File: config.mk
export PLATFORM = sky130hd
export DESIGN_NAME = iq_sweep_controller
export DESIGN_NICKNAME = d
export VERILOG_FILES = /design/src/rtl/iq_sweep_pkg.sv /design/src/rtl/iq_sweep_accum.sv /design/src/rtl/iq_sweep_controller.sv
export SDC_FILE = /design/constraint.sdc
export NUM_CORES = 1
export LEC_CHECK = 0
export BUFFER_PORTS_ARGS = -buffer_cell sky130_fd_sc_hd__buf_2
export CORE_MARGIN = 10
export CORE_UTILIZATION = 45
export CTS_CLUSTER_DIAMETER = 150
export DETAILED_ROUTE_END_ITERATION = 10
export GPL_TIMING_DRIVEN = 1
export PLACE_DENSITY = 0.76
export SYNTH_ARGS = -nofsm -noshare
export SYNTH_HDL_FRONTEND = slang
export SYNTH_SLANG_ARGS = --single-unit
File: constraint.sdc
create_clock -name CLK -period 6.4 [get_ports CLK]
set_input_delay 0.32 -clock CLK [delete_from_list [all_inputs] [get_ports CLK]]
set_output_delay 0.32 -clock CLK [all_outputs]
set_load 0.005 [all_outputs]
File: src/rtl/iq_sweep_pkg.sv
// Shared types and widths for the IQ sweep controller.
// Optional feature macro: IQ_SWEEP_AVG_EN (per-point averaging of I/Q samples).
package iq_sweep_pkg;

    // Width of the filtered demodulator I and Q samples (signed).
    localparam int IQ_W = 14;

    // Width of the NCO phase increment.
    localparam int PHASE_W = 32;

    // Sweep sequencer states.
    //   IDLE   : waiting for a start request
    //   SETTLE : NCO retuned, waiting for the demodulator filter to settle
    //   ACQ    : collecting I/Q samples for the current point
    //   EMIT   : presenting the point result until it is accepted
    typedef enum logic [1:0] {
        IDLE   = 2'd0,
        SETTLE = 2'd1,
        ACQ    = 2'd2,
        EMIT   = 2'd3
    } sweep_state_e;

endpackage

File: src/rtl/iq_sweep_accum.sv
// Sign-extending accumulate/shift datapath for one I/Q channel.
// With IQ_SWEEP_AVG_EN defined, the channel sums 2^AVG_LOG2 samples in a
// (IQ_W+AVG_LOG2)-bit accumulator and produces the arithmetic-shifted mean.
// Without IQ_SWEEP_AVG_EN no accumulator exists; the first sample is captured
// unaltered and AVG_LOG2 has no effect.
module iq_sweep_accum
    import iq_sweep_pkg::*;
#(
    parameter int AVG_LOG2 = 4
)
(
    input  logic                   clk,
    input  logic                   reset,
`ifdef IQ_SWEEP_AVG_EN
    input  logic                   clear,
    input  logic                   acc_en,
`endif
    input  logic                   load,
    input  logic signed [IQ_W-1:0] sample,
    output logic signed [IQ_W-1:0] result
);

`ifdef IQ_SWEEP_AVG_EN
    localparam int ACC_W = IQ_W + AVG_LOG2;

    logic signed [ACC_W-1:0] acc;
    logic signed [ACC_W-1:0] sum;
    logic signed [ACC_W-1:0] avg;

    // The incoming sample is folded into the sum combinationally so the
    // final sample of a point can be loaded into the result on its own cycle.
    assign sum = acc + ACC_W'(sample);
    assign avg = sum >>> AVG_LOG2;

    // Accumulate qualified samples; load the shifted mean on the last one.
    always_ff @(posedge clk) begin
        if (reset) begin
            acc    <= '0;
            result <= '0;
        end else begin
            if (clear) begin
                acc <= '0;
            end else if (acc_en) begin
                acc <= sum;
            end
            if (load) begin
                result <= avg[IQ_W-1:0];
            end
        end
    end
`else
    // Capture the first qualified sample of the point as-is.
    always_ff @(posedge clk) begin
        if (reset) begin
            result <= '0;
        end else if (load) begin
            result <= sample;
        end
    end
`endif

endmodule

File: src/rtl/iq_sweep_controller.sv
// Frequency sweep sequencer for the IQ demodulator.
// Steps the NCO phase increment through numPoints values, waits for the
// filter to settle after each retune, acquires I/Q for the point and hands
// the result downstream over a valid/ready interface.
// Optional feature macro: IQ_SWEEP_AVG_EN (average 2^AVG_LOG2 samples/point).
module iq_sweep_controller
    import iq_sweep_pkg::*;
#(
    parameter int AVG_LOG2 = 4,
    parameter int CNT_W    = 16
)
(
    input  logic                    CLK,
    input  logic                    reset,
    input  logic                    start,
    input  logic                    abort,
    input  logic [PHASE_W-1:0]      phaseStart,
    input  logic [PHASE_W-1:0]      phaseStep,
    input  logic [CNT_W-1:0]        numPoints,
    input  logic [CNT_W-1:0]        settleCycles,
    output logic [PHASE_W-1:0]      phaseInc,
    input  logic signed [IQ_W-1:0]  I,
    input  logic signed [IQ_W-1:0]  Q,
    input  logic                    iqValid,
    output logic signed [IQ_W-1:0]  resI,
    output logic signed [IQ_W-1:0]  resQ,
    output logic [CNT_W-1:0]        resIndex,
    output logic                    resValid,
    input  logic                    resReady,
    output logic                    busy,
    output logic                    done,
    output sweep_state_e            state_dbg
);

    // Result handshake: resValid is high exactly while the sequencer is in
    // EMIT; resI/resQ/resIndex are stable for as long as resValid is high.
    // A transfer happens on a rising CLK edge where resValid && resReady.
    // resValid never drops without a transfer, except on abort or reset.

    sweep_state_e state_q;
    sweep_state_e state_d;

    // Sweep parameters latched at start so later input changes are ignored.
    logic [PHASE_W-1:0] step_q;
    logic [CNT_W-1:0]   npts_q;
    logic [CNT_W-1:0]   settle_q;

    logic [CNT_W-1:0]   settle_cnt;
    logic [CNT_W-1:0]   idx;

    logic done_d;
    logic acq_fire;
    logic last_fire;
    logic last_point;
    logic last_sample;

    assign last_point = (idx == npts_q - CNT_W'(1));
    assign acq_fire   = (state_q == ACQ) && iqValid && !abort;
    assign last_fire  = acq_fire && last_sample;

`ifdef IQ_SWEEP_AVG_EN
    localparam int SAMPLES = 1 << AVG_LOG2;

    logic [AVG_LOG2:0] samp_cnt;
    logic              acc_clear;

    // Accumulators and sample count restart on every entry into ACQ.
    assign acc_clear   = (state_q == SETTLE) && (state_d == ACQ);
    assign last_sample = (32'(samp_cnt) == 32'(SAMPLES - 1));

    // Count qualified samples taken for the current point.
    always_ff @(posedge CLK) begin
        if (reset) begin
            samp_cnt <= '0;
        end else if (acc_clear) begin
            samp_cnt <= '0;
        end else if (acq_fire) begin
            samp_cnt <= samp_cnt + (AVG_LOG2 + 1)'(1);
        end
    end
`else
    // Only the first qualified sample of a point is used.
    assign last_sample = 1'b1;
`endif

    // State register.
    always_ff @(posedge CLK) begin
        if (reset) begin
            state_q <= IDLE;
        end else begin
            state_q <= state_d;
        end
    end

    // Next-state logic; abort outranks every other transition, including
    // a result handshake in the same cycle.
    always_comb begin
        state_d = state_q;
        done_d  = 1'b0;
        case (state_q)
            IDLE: begin
                if (start) begin
                    if (numPoints != '0) begin
                        state_d = SETTLE;
                    end else begin
                        done_d = 1'b1;
                    end
                end
            end
            SETTLE: begin
                if (abort) begin
                    state_d = IDLE;
                end else if (settle_cnt == '0) begin
                    state_d = ACQ;
                end
            end
            ACQ: begin
                if (abort) begin
                    state_d = IDLE;
                end else if (iqValid && last_sample) begin
                    state_d = EMIT;
                end
            end
            EMIT: begin
                if (abort) begin
                    state_d = IDLE;
                end else if (resReady) begin
                    if (last_point) begin
                        state_d = IDLE;
                        done_d  = 1'b1;
                    end else begin
                        state_d = SETTLE;
                    end
                end
            end
            default: begin
                state_d = IDLE;
            end
        endcase
    end

    // Sweep datapath: parameter latch, retune, settle countdown, point index.
    always_ff @(posedge CLK) begin
        if (reset) begin
            phaseInc   <= '0;
            step_q     <= '0;
            npts_q     <= '0;
            settle_q   <= '0;
            settle_cnt <= '0;
            idx        <= '0;
            resIndex   <= '0;
            done       <= 1'b0;
        end else begin
            done <= done_d;
            case (state_q)
                IDLE: begin
                    if (start && (numPoints != '0)) begin
                        phaseInc   <= phaseStart;
                        step_q     <= phaseStep;
                        npts_q     <= numPoints;
                        settle_q   <= settleCycles;
                        settle_cnt <= settleCycles;
                        idx        <= '0;
                    end
                end
                SETTLE: begin
                    if (!abort && (settle_cnt != '0)) begin
                        settle_cnt <= settle_cnt - CNT_W'(1);
                    end
                end
                ACQ: begin
                    if (last_fire) begin
                        resIndex <= idx;
                    end
                end
                EMIT: begin
                    // Phase wraps modulo 2^32 by plain truncating addition.
                    if (!abort && resReady && !last_point) begin
                        idx        <= idx + CNT_W'(1);
                        phaseInc   <= phaseInc + step_q;
                        settle_cnt <= settle_q;
                    end
                end
                default: begin
                end
            endcase
        end
    end

    iq_sweep_accum #(
        .AVG_LOG2 (AVG_LOG2)
    ) u_accum_i (
        .clk    (CLK),
        .reset  (reset),
`ifdef IQ_SWEEP_AVG_EN
        .clear  (acc_clear),
        .acc_en (acq_fire),
`endif
        .load   (last_fire),
        .sample (I),
        .result (resI)
    );

    iq_sweep_accum #(
        .AVG_LOG2 (AVG_LOG2)
    ) u_accum_q (
        .clk    (CLK),
        .reset  (reset),
`ifdef IQ_SWEEP_AVG_EN
        .clear  (acc_clear),
        .acc_en (acq_fire),
`endif
        .load   (last_fire),
        .sample (Q),
        .result (resQ)
    );

    assign resValid  = (state_q == EMIT);
    assign busy      = (state_q != IDLE);
    assign state_dbg = state_q;

endmodule

After elaboration in Yosys (flattened, before gate mapping). Index checks and enable logic that the tools add are counted.

Reduce and logical (&&, ||, !) cells: 20. Mux-type cells: 26. Add/sub/neg operators: 4. Equal/unequal tests: 12.

Operators by type and width (count): 2-to-1 mux 16 bit (5); 2-to-1 mux 32 bit (2); case mux 32 bit (2 select lines) (1); case mux 16 bit (3 select lines) (1); adder 32 bit (1); case mux 16 bit (2 select lines) (1); nonzero test 16 bit (2); subtractor 16 x 1 -> 16 bit (second input constant) (2); adder 16 x 1 -> 16 bit (second input constant) (1); equality test 16 bit (1); logical NOT 16 bit (1); 2-to-1 mux 2 bit (8); inequality test 2 bit (second input constant) (4); case mux 2 bit (4 select lines) (1); logical AND 1 bit (6); 2-to-1 mux 1 bit (6); inequality test 3 bit (second input constant) (2); AND reduction 5 bit (1); equality test 2 bit (second input constant) (2); AND reduction 2 bit (2); AND reduction 4 bit (1); nonzero test 2 bit (2); inequality test 3 x 2 -> 1 bit (second input constant) (1); AND reduction 3 bit (1); other kinds (6) (7).

Input bits: 130. Bits in registers: 175. Word-level logic and storage cells: 73.

Logic depth before layout (Yosys ltp). Gate-level depths: netlist of the first run.

Depth in word-level cells: 6. Gate-level depth with buffers: 14. Gate-level depth less buffers: 12.

Hierarchy. From an unflattened synthesis of the first run, not the netlist that was laid out.

Cells, all modules: 1192. Area, all modules: 9684.3 um^2.

By module, submodules not included: iq_sweep_controller (cells an instance 1102, area each 8668.3 um^2, instances 1); iq_sweep_accum (cells an instance 45, area each 508.0 um^2, instances 2).

Worst setup path before layout of the first run. Ideal clock, no wire load.

Path type: reg2reg. From: register npts_q[0]. To: register phaseInc[17]. Cell stages (with the launch flop): 14. Path buffers: 3. Slack: 3.038 ns. Required time: 6.274 ns. Setup time: 0.126 ns. Period minus slack after synthesis: 3.362 ns. Data arrival time: 3.236 ns. Cells stage by stage: dfxtp_1 > inv_1 > ha_1 > or4b_2 > clkbuf_1 > or4_1 > a211oi_1 > a211oi_1 > a2111o_1 > o21a_1 > buf_6 > buf_2 > a41oi_1 > o21ai_0.

Word-level cells in the longest chain between the ends: 6.

RTL lines: start, declared (line iq_sweep_controller.sv:45) `logic [CNT_W-1:0] npts_q;`; start signal, assigned (line iq_sweep_controller.sv:160) `npts_q <= numPoints;`; subtractor 16 x 1 -> 16 bit (line iq_sweep_controller.sv:57) `assign last_point = (idx == npts_q - CNT_W'(1));`; equality test 16 bit (line iq_sweep_controller.sv:57); logical NOT 1 bit (line iq_sweep_controller.sv:178) `if (!abort && resReady && !last_point) begin`; logical AND 1 bit (line iq_sweep_controller.sv:178); inequality test 2 x 1 -> 1 bit (no line); AND reduction 3 bit (no line); end signal, assigned (line iq_sweep_controller.sv:158) `phaseInc <= phaseStart;`; end signal, assigned (line iq_sweep_controller.sv:180) `phaseInc <= phaseInc + step_q;`; end, declared (line iq_sweep_controller.sv:21) `output logic [PHASE_W-1:0] phaseInc,`.

No other way between the ends. A chain may end at the register's enable or synchronous reset.

Final worst setup path of the first run.
From: register npts_q[0]. To: register phaseInc[31].

The elaborated chain is that of the path after synthesis.

==> results by group, run 1 <==
Detailed routing
  • Post-DR wirelength/cell: 16.2 um
  • Remaining antenna violation count: 0
  • Detailed router's first-iteration violation count: just over 600
  • Router iterations before antenna repair: 5
  • Vias after detailed routing: ~9000
  • Residual DRC: 0
  • Vias per std cell: 5.45
  • Total wire length: about 27 mm

STA
  • Transition time at the pin with the least slew margin: approximately 1.1 ns
  • Count of pins over their slew limit: 0
  • Clock period minus worst slack: 3.97 ns
  • Number of setup violations in the final report: 0
  • RSZ-0062 raised after global routing: no
  • Worst slew margin: about 24%
  • Final Hold Viols: 0
  • Total negative slack for setup checks: 0 ns
  • Final worst-path cycle share: around 62%
  • Setup clock skew after layout: between 0.015 and 0.02 ns
  • Fmax achieved: between 200 and 300 MHz
  • Worst setup margin: approximately 2.4 ns

Clocking
  • Latest clock arrival within the worst-skew pair: about 0.44 ns
  • Clock slew at reported path FFs: approximately 0.080 ns
  • Num CTS Buffers: 17
  • H-Tree Level Count: 4
  • Cell at the root of the clock tree: sky130_fd_sc_hd__clkbuf_16
  • Post_cts resized: 0
  • CTS Sinks: 175
  • Total of hold buffers inserted after clock tree synthesis: 0
  • Number of setup buffers added after CTS: 0
  • CTS tree: built
  • Max clock buf depth: 2

Synth
  • Library cell with the largest summed area after synthesis: sky130_fd_sc_hd__dfxtp_1
  • Ys async rst share: 0%
  • Warnings, synthesis: 0
  • Number of unique standard cell types used by synthesis: 60
  • Mapped Nets: between 1000 and 1500
  • Number of flip-flops and latches in the synthesized netlist: 175
  • Dominant synthesized flop cell: sky130_fd_sc_hd__dfxtp_1
  • Post-synth EDFFs: 0
  • Top cell type's share of synthesized area: between 30 and 40%
  • Sequential-to-total area share from yosys stat: between 30% and 40%
  • Post-Syn Area per Cell: approximately 8 um^2
  • Netlist Area Pre-Place: about 9300 um^2
  • Mapped Cells: between 1000 and 1500
  • Biggest area contributors in the synthesized netlist: sky130_fd_sc_hd__dfxtp_1 (38%), sky130_fd_sc_hd__nand2_1 (11%), sky130_fd_sc_hd__a21oi_1 (8.1%)

Final layout
  • Layout Utilization: a little over half
  • Net count of the finished layout: between 1500 and 2000
  • Finished layout cell area: ~11000 um^2
  • Area delta synth->final: 18.8%
  • Number of filler cells placed in the layout: between 1500 and 2000
  • Share of cells above drive strength 1: about a fifth

Setup path
  • Worst Path Buf+Inv: 2
  • Crit path launch type: flip-flop
  • Classification of the worst setup path: flip-flop to flip-flop
  • Reg-to-reg setup timing slack: 2.43 ns
  • FF-to-FF Start: npts_q[0]
  • Critical Path RT: 6.69 ns
  • CP Capture Type: flip-flop
  • Data arrival, critical path: 4.26 ns
  • Largest stage delay on the critical path: roughly 0.70 ns
  • Crit path from: npts_q[0]
  • Cell breakdown of the critical path: inv_1 > ha_1 > or4b_2 > o31ai_1 > a211oi_1 > a211oi_1 > a2111o_1 > o21a_2 > buf_4 > nand4_1 > mux2i_1 > nor4_2
  • Library cell appearing most often on the critical path: sky130_fd_sc_hd__a211oi_1
  • Worst-path cell with the longest stage delay: sky130_fd_sc_hd__or4b_2
  • CP top delay family: compound AO/OA/AOI/OAI gates
  • Worst Path Max Fanout: between 50 and 60

Placement
  • Routability-driven placement congestion ratio: about 0.94
  • Total placed instance area: 10500 um^2
  • Placement Setup Slack: roughly 2.5 ns
  • HPWL after detailed placement: slightly below 20 mm
  • Number of buffer cells added on primary ports: 210

Power
  • Peak ir drop on the vdd network: roughly 0.18 mV
  • Static Leakage: 4.66 nW
  • Cell area power density: approximately 280 nW/um^2

Floorplanning
  • I/O pin count: 211
  • Die extent in y: about 160 um
  • Placement Rows: 52
  • Initial Utilization: between 40% and 50%
  • Total Die Area: 26900 um^2
  • Placeable core region: 20300 um^2
  • Die Width: 164 um

Run
  • Number of maximum-capacitance violations: 0

Global routing
  • Tot GR Track Use: just under 20%
  • Antenna violations before repair: 4
  • Via count of the first global-routing pass: about 8600
  • Pin count of the biggest net entering global routing: 85
  • First-pass GRT wire length: about 43 mm
  • Leftover overflow at the end of global routing: 0

Min path
  • Worst hold-check path type: input port to flip-flop
  • Origin of the worst min-delay path: Q[11]

Outcome
  • Result of the run: finished clean
[layer usage]
metal	track usage [%]	vias up	share of wire, %
li1	-	4531	-
met1	24.9	4160	46
met2	30.9	235	45
met3	5.76	30	7.3
met4	5.20	2	1.6
met5	0	-	0.030
[synthesized netlist by cell type, types with 4 or more instances]
master                     count
sky130_fd_sc_hd__dfxtp_1     175
sky130_fd_sc_hd__nor2b_1       7
sky130_fd_sc_hd__xor2_1       34
sky130_fd_sc_hd__nand3_1      13
sky130_fd_sc_hd__o21a_1        4
sky130_fd_sc_hd__and4_1        4
sky130_fd_sc_hd__o211ai_1      8
sky130_fd_sc_hd__nand2_1     265
sky130_fd_sc_hd__a21o_1        8
sky130_fd_sc_hd__or3_1         6
sky130_fd_sc_hd__xnor2_1      35
sky130_fd_sc_hd__nor3b_1       6
sky130_fd_sc_hd__o21ai_0      27
sky130_fd_sc_hd__ha_1         39
sky130_fd_sc_hd__nor2_1       99
sky130_fd_sc_hd__or4_1         7
sky130_fd_sc_hd__nor4_1       14
sky130_fd_sc_hd__and2_1        5
sky130_fd_sc_hd__mux2i_1      26
sky130_fd_sc_hd__nand4_1      14
sky130_fd_sc_hd__a211oi_1     34
sky130_fd_sc_hd__nor3_1       17
sky130_fd_sc_hd__clkbuf_1     65
sky130_fd_sc_hd__a21oi_1     151
sky130_fd_sc_hd__buf_6         5
sky130_fd_sc_hd__and3_1        9
sky130_fd_sc_hd__a22oi_1      16
sky130_fd_sc_hd__a31oi_1       4
sky130_fd_sc_hd__a41oi_1       5
sky130_fd_sc_hd__a311oi_1     14
sky130_fd_sc_hd__o31ai_1       8
sky130_fd_sc_hd__o31a_1        4
sky130_fd_sc_hd__nand2b_1      4
sky130_fd_sc_hd__inv_1        24
[flip-flops by register name, indices dropped and copies added, names as in the netlist]
name / cells
phaseInc: 32
step_q: 32
idx: 16
npts_q: 16
resIndex: 16
settle_cnt: 16
settle_q: 16
u_accum_i.result: 14
u_accum_q.result: 14
state_dbg: 2
done: 1
[layout by cell type (no fill, tap or decap), drive strengths merged, types with 8 or more instances in the layout]
master	Yosys	routed
or4	8	8
a22oi	16	16
dfxtp	175	175
a21oi	151	151
xnor2	35	35
o21ai	27	27
inv	24	33
a21o	8	8
a211oi	34	34
nor2	99	99
nand3	13	13
o211ai	8	8
nor3	17	17
nand2	265	265
and3	9	9
xor2	34	34
buf	9	218
nand4	14	14
mux2i	26	26
a311oi	14	14
clkbuf	65	17
o31ai	8	8
ha	39	39
nor4	15	15
[where the power goes]
group          switching (mW)  leakage [nW]  internal [mW]
logic                   0.435          2.94          0.305
clock network           0.496         0.290          0.558
registers              0.0869          1.43           1.18
total                    1.02          4.66           2.04
[worst register-to-register path, stage by stage (launching register included)]
cell and delay [ns]:
sky130_fd_sc_hd__dfxtp_1 0.36, sky130_fd_sc_hd__inv_1 0.07, sky130_fd_sc_hd__ha_1 0.24, sky130_fd_sc_hd__or4b_2 0.70
sky130_fd_sc_hd__o31ai_1 0.36, sky130_fd_sc_hd__a211oi_1 0.13, sky130_fd_sc_hd__a211oi_1 0.35, sky130_fd_sc_hd__a2111o_1 0.16
sky130_fd_sc_hd__o21a_2 0.43, sky130_fd_sc_hd__buf_4 0.57, sky130_fd_sc_hd__nand4_1 0.19, sky130_fd_sc_hd__mux2i_1 0.21
sky130_fd_sc_hd__nor4_2 0.06
[worst paths after layout]
path                                             end  depth (start not counted)
worst min-delay path            u_accum_q.result[11]                          3
worst max-delay path                    phaseInc[31]                         12
worst max register to register          phaseInc[31]                         12
worst min register to register           resIndex[5]                          2
[final cells by class]
class | instances | area, um^2 | area share [%]
timing repair buffer | 218 | 1110 | 10.1
sequential | 175 | 3500 | 31.6
multi-input combinational | 923 | 5430 | 49.0
tap | 270 | 338 | 3.05
antenna | 3 | 7.51 | 0.0678
clock inverter | 15 | 169 | 1.52
inverter | 24 | 90.1 | 0.813
clock buffer | 17 | 425 | 3.84
[through the flow]
step | instances | hold WS, ns | power, mW
floorplan | 1196 | 0.436 | 1.81
global placement | 1610 | 0.439 | 2.00
CTS | 1642 | 0.0934 | 3.08
finish | 1645 | 0.114 | 3.06
detailed placement | 1610 | 0.444 | 2.02
global route | 1642 | 0.0943 | 3.23
[cells by family after synthesis]
family / share of synthesized area, %
AO/OA/AOI/OAI: 20.5
XOR/XNOR: 6.48
flip-flops: 37.6
adder cells (fa/ha/maj): 5.45
multiplexers: 3.03
AND/OR/NAND/NOR: 22.6
buffers and inverters: 4.38
No activity file was read; power rests on OpenSTA's default activity.
==> run 2, diff against run 1 <==
ABC_AREA = 1   (was default)
PLACE_DENSITY = 0.78   (was 0.76)
clock period = 3.6 ns   (was 6.4 ns; I/O delays follow)
==> run 2 against run 1 <==
Compared with the run above:
- count of clock-buffer cells in the layout rose by 1
- global-route usage rose by 2.4 points
- first-iteration DRC count rose by 40%
- flip-flop and latch count did not move
- cell count rose by 35%
- setup slack got worse by 1.6 ns
- clock skew fell by 0.0047 ns
- die area rose by 13%
- critical path type unchanged
- critical endpoint is now settle_cnt[14]
- largest cell class unchanged
==> results by group, run 2 <==
Clocking
  • Latest clock arrival within the worst-skew pair: between 0.4 and 0.5 ns
  • Max clock buf depth: 2
  • Clock slew at reported path FFs: about 0.080 ns
  • Cell at the root of the clock tree: sky130_fd_sc_hd__clkbuf_16
  • CTS tree: built
  • Num CTS Buffers: 17
  • H-Tree Level Count: 4
  • CTS Sinks: around 180

Final layout
  • Share of cells above drive strength 1: 15.6%
  • Net count of the finished layout: roughly 2000
  • Register area: between 3000 and 4000 um^2
  • Area used by multi-input combinational logic: 6040 um^2
  • Commonest non-fill, non-tap cells in the layout: sky130_fd_sc_hd__nand2_1 (430), sky130_fd_sc_hd__nor2_1 (218), sky130_fd_sc_hd__buf_2 (210)
  • Largest registers ranked by flip-flop count: phaseInc: 32 flops, step_q: 32 flops
  • Commonest non-fill, non-tap cell in the layout: sky130_fd_sc_hd__nand2_1
  • Final non-filler cell total: 2216
  • Area delta synth->final: 19.3%
  • Number of filler cells placed in the layout: 2282

Detailed routing
  • Router iterations before antenna repair: 7
  • Vias after detailed routing: around 12000
  • Vias per std cell: around 5.2
  • Remaining antenna violation count: 0
  • Total wire length: approximately 34 mm
  • Residual DRC: 0
  • Post-DR wirelength/cell: roughly 15 um
  • Detailed router's first-iteration violation count: between 800 and 900

Floorplanning
  • I/O pin count: around 210
  • Initial Utilization: 45.6%
  • Total Die Area: 30400 um^2
  • Placement Rows: 56
  • Die extent in y: 174 um
  • Die Width: ~170 um
  • Placeable core region: 23500 um^2

Power
  • P_int: 5.07 mW
  • Sequential cell fraction of total power: between 30% and 40%
  • Clk network pwr share: 21.2%
  • Total Power Consumption: a little over 9 mW
  • Static Leakage: roughly 6.3 nW
  • Cell area power density: between 700 and 800 nW/um^2
  • Combinational share of power: 48.1%
  • Peak ir drop on the vdd network: between 0.3 and 0.4 mV
  • Fraction of power spent switching nets: a little under half
  • Net Switching: between 4 and 5 mW

STA
  • Total negative slack for setup checks: 0 ns
  • Setup clock skew after layout: 0.0120 ns
  • Final worst-path cycle share: 76.0%
  • Fmax achieved: ~370 MHz
  • Transition time at the pin with the least slew margin: 1.01 ns
  • Count of pins over their slew limit: 0
  • Worst slew margin: 32.3%
  • Final Hold Viols: 0
  • Worst setup margin: approximately 0.86 ns
  • Number of setup violations in the final report: 0
  • Clock period minus worst slack: 2.74 ns
  • RSZ-0062 raised after global routing: no

Global routing
  • Tot GR Track Use: a little over a fifth
  • Leftover overflow at the end of global routing: 0
  • Pin count of the biggest net entering global routing: 100
  • Antenna violations before repair: 2
  • First-pass GRT wire length: ~55 mm
  • Via count of the first global-routing pass: ~11000

Setup path
  • FF-to-FF Start: npts_q[0]
  • Crit path launch type: flip-flop
  • Data arrival, critical path: 3.07 ns
  • CP Capture Type: flip-flop
  • Crit path from: npts_q[0]
  • Worst-path cell with the longest stage delay: sky130_fd_sc_hd__dfxtp_1
  • Worst Path Buf+Inv: 3
  • Largest stage delay on the critical path: approximately 0.32 ns
  • Critical Path RT: around 4 ns
  • CP top delay family: simple AND/OR/NAND/NOR gates
  • Cell breakdown of the critical path: inv_2 > ha_1 > nand2_1 > nor2_2 > nand3_1 > nand3_1 > nand2_1 > nor2_1 > nand2_1 > nor2_2 > nand2_2 > nand2_2 > nand2_4 > buf_4 > nand3_2 > buf_4 > nand2_1 > nand2_1 > nor2_1
  • Library cell appearing most often on the critical path: sky130_fd_sc_hd__nand2_1
  • Classification of the worst setup path: flip-flop to flip-flop
  • Worst Path Max Fanout: 48

Synth
  • Ys async rst share: 0%
  • Most repeated cell in the gate-level netlist after synthesis: sky130_fd_sc_hd__nand2_1
  • Top cell type's share of synthesized area: between 30% and 40%
  • Post-synthesis xor/xnor area fraction: 2.37%
  • Adder-cell share of the synthesized area: around 4.7%
  • Sequential-to-total area share from yosys stat: 32.7%
  • Combinational family with the most area after synthesis: simple AND/OR/NAND/NOR gates
  • Mapped Nets: 1866
  • Post-synth EDFFs: 0
  • Post-synthesis simple-gate area fraction: around a third
  • Warnings, synthesis: 0
  • Post-Syn Area per Cell: between 6 and 7 um^2
  • Library cell with the largest summed area after synthesis: sky130_fd_sc_hd__dfxtp_1
  • Top post-synthesis cells by count: sky130_fd_sc_hd__nand2_1 (431), sky130_fd_sc_hd__nor2_1 (218), sky130_fd_sc_hd__inv_1 (210)
  • Biggest area contributors in the synthesized netlist: sky130_fd_sc_hd__dfxtp_1 (33%), sky130_fd_sc_hd__nand2_1 (15%), sky130_fd_sc_hd__nor2_1 (7.6%)
  • Number of flip-flops and latches in the synthesized netlist: 175
  • Netlist Area Pre-Place: 10700 um^2
  • Mapped Cells: about 1700
  • Dominant synthesized flop cell: sky130_fd_sc_hd__dfxtp_1
  • Synthesized-area fraction occupied by ao, oa, aoi and oai cells: about 15%
  • Multiplexer share of the synthesized area: 0%
  • Number of unique standard cell types used by synthesis: between 40 and 50

Placement
  • Routability-driven placement congestion ratio: between 0.9 and 1
  • HPWL after detailed placement: approximately 25 mm
  • Number of buffer cells added on primary ports: 210
  • Placement Setup Slack: around 0.91 ns
  • Cell total after placement: between 2000 and 2500

Run
  • Number of maximum-capacitance violations: 0

Outcome
  • Result of the run: finished clean

Min path
  • Worst hold-check path type: input port to flip-flop
  • Origin of the worst min-delay path: Q[11]
## run 2: path summary, 6_finish.rpt
check,end,cells after the start,slack [ns]
max,settle_cnt[14],19,0.86
max reg2reg,settle_cnt[14],19,0.86
min reg2reg,settle_q[15],2,0.45
min,u_accum_q.result[11],3,0.009
## run 2: repair_timing
action                    in CTS  in global routing
hold buffers                  21                  0
gates resized for setup        0                  0
buffers inserted               0                  0
hold endpoints to repair      21                  0
## run 2: kinds of logic (layout without fill, tap and decap cells)
group | after synthesis | in the layout
buffers and inverters | 295 | 494
XOR/XNOR | 29 | 29
flip-flops | 175 | 175
adder cells (fa/ha/maj) | 40 | 40
other | 0 | 2
AO/OA/AOI/OAI | 311 | 311
AND/OR/NAND/NOR | 846 | 846
## run 2: layer usage
layer	wire length (um)	GRT usage, %	up-vias
li1	-	-	5842
met1	14600	26.1	5260
met2	16300	37.3	345
met3	1890	4.36	68
met4	1070	8.41	2
met5	18	0	-
## run 2: area by class of cell
| cell class | instances | share of cell area [%] |
|---|---|---|
| timing repair buffer | 247 | 10.9 |
| antenna | 2 | 0.0392 |
| tap | 319 | 3.12 |
| multi-input combinational | 1226 | 47.2 |
| clock buffer | 18 | 3.44 |
| clock inverter | 14 | 1.54 |
| inverter | 215 | 6.32 |
| sequential | 175 | 27.4 |
## run 2: power groups by stage
stage | Clock, mW | Sequential (mW) | Combinational [mW]
floorplan | 0 | 2.81 | 3.31
global placement | 0 | 2.90 | 4.32
detailed placement | 0 | 2.90 | 4.41
CTS | 2.01 | 2.86 | 4.46
global route | 2.08 | 2.93 | 5.11
finish | 1.98 | 2.87 | 4.48
## run 2: per-stage QoR
stage          hold slack [ns]  instance area [um^2]  util, %
5_1_grt                0.00709                 12800     54.4
6_report               0.00875                 12800     54.5
4_1_cts               0.000110                 12800     54.4
2_1_floorplan            0.347                 10700        -
3_3_place_gp             0.428                 11900     50.8
3_5_place_dp             0.435                 11900     50.8
## run 2: worst register-to-register path: stages, from the launching register on
cell and delay [ns]:
sky130_fd_sc_hd__dfxtp_1 0.32, sky130_fd_sc_hd__inv_2 0.08, sky130_fd_sc_hd__ha_1 0.22, sky130_fd_sc_hd__nand2_1 0.10
sky130_fd_sc_hd__nor2_2 0.19, sky130_fd_sc_hd__nand3_1 0.11, sky130_fd_sc_hd__nand3_1 0.09, sky130_fd_sc_hd__nand2_1 0.06
sky130_fd_sc_hd__nor2_1 0.08, sky130_fd_sc_hd__nand2_1 0.06, sky130_fd_sc_hd__nor2_2 0.11, sky130_fd_sc_hd__nand2_2 0.09
sky130_fd_sc_hd__nand2_2 0.08, sky130_fd_sc_hd__nand2_4 0.06, sky130_fd_sc_hd__buf_4 0.30, sky130_fd_sc_hd__nand3_2 0.15
sky130_fd_sc_hd__buf_4 0.31, sky130_fd_sc_hd__nand2_1 0.10, sky130_fd_sc_hd__nand2_1 0.07, sky130_fd_sc_hd__nor2_1 0.05
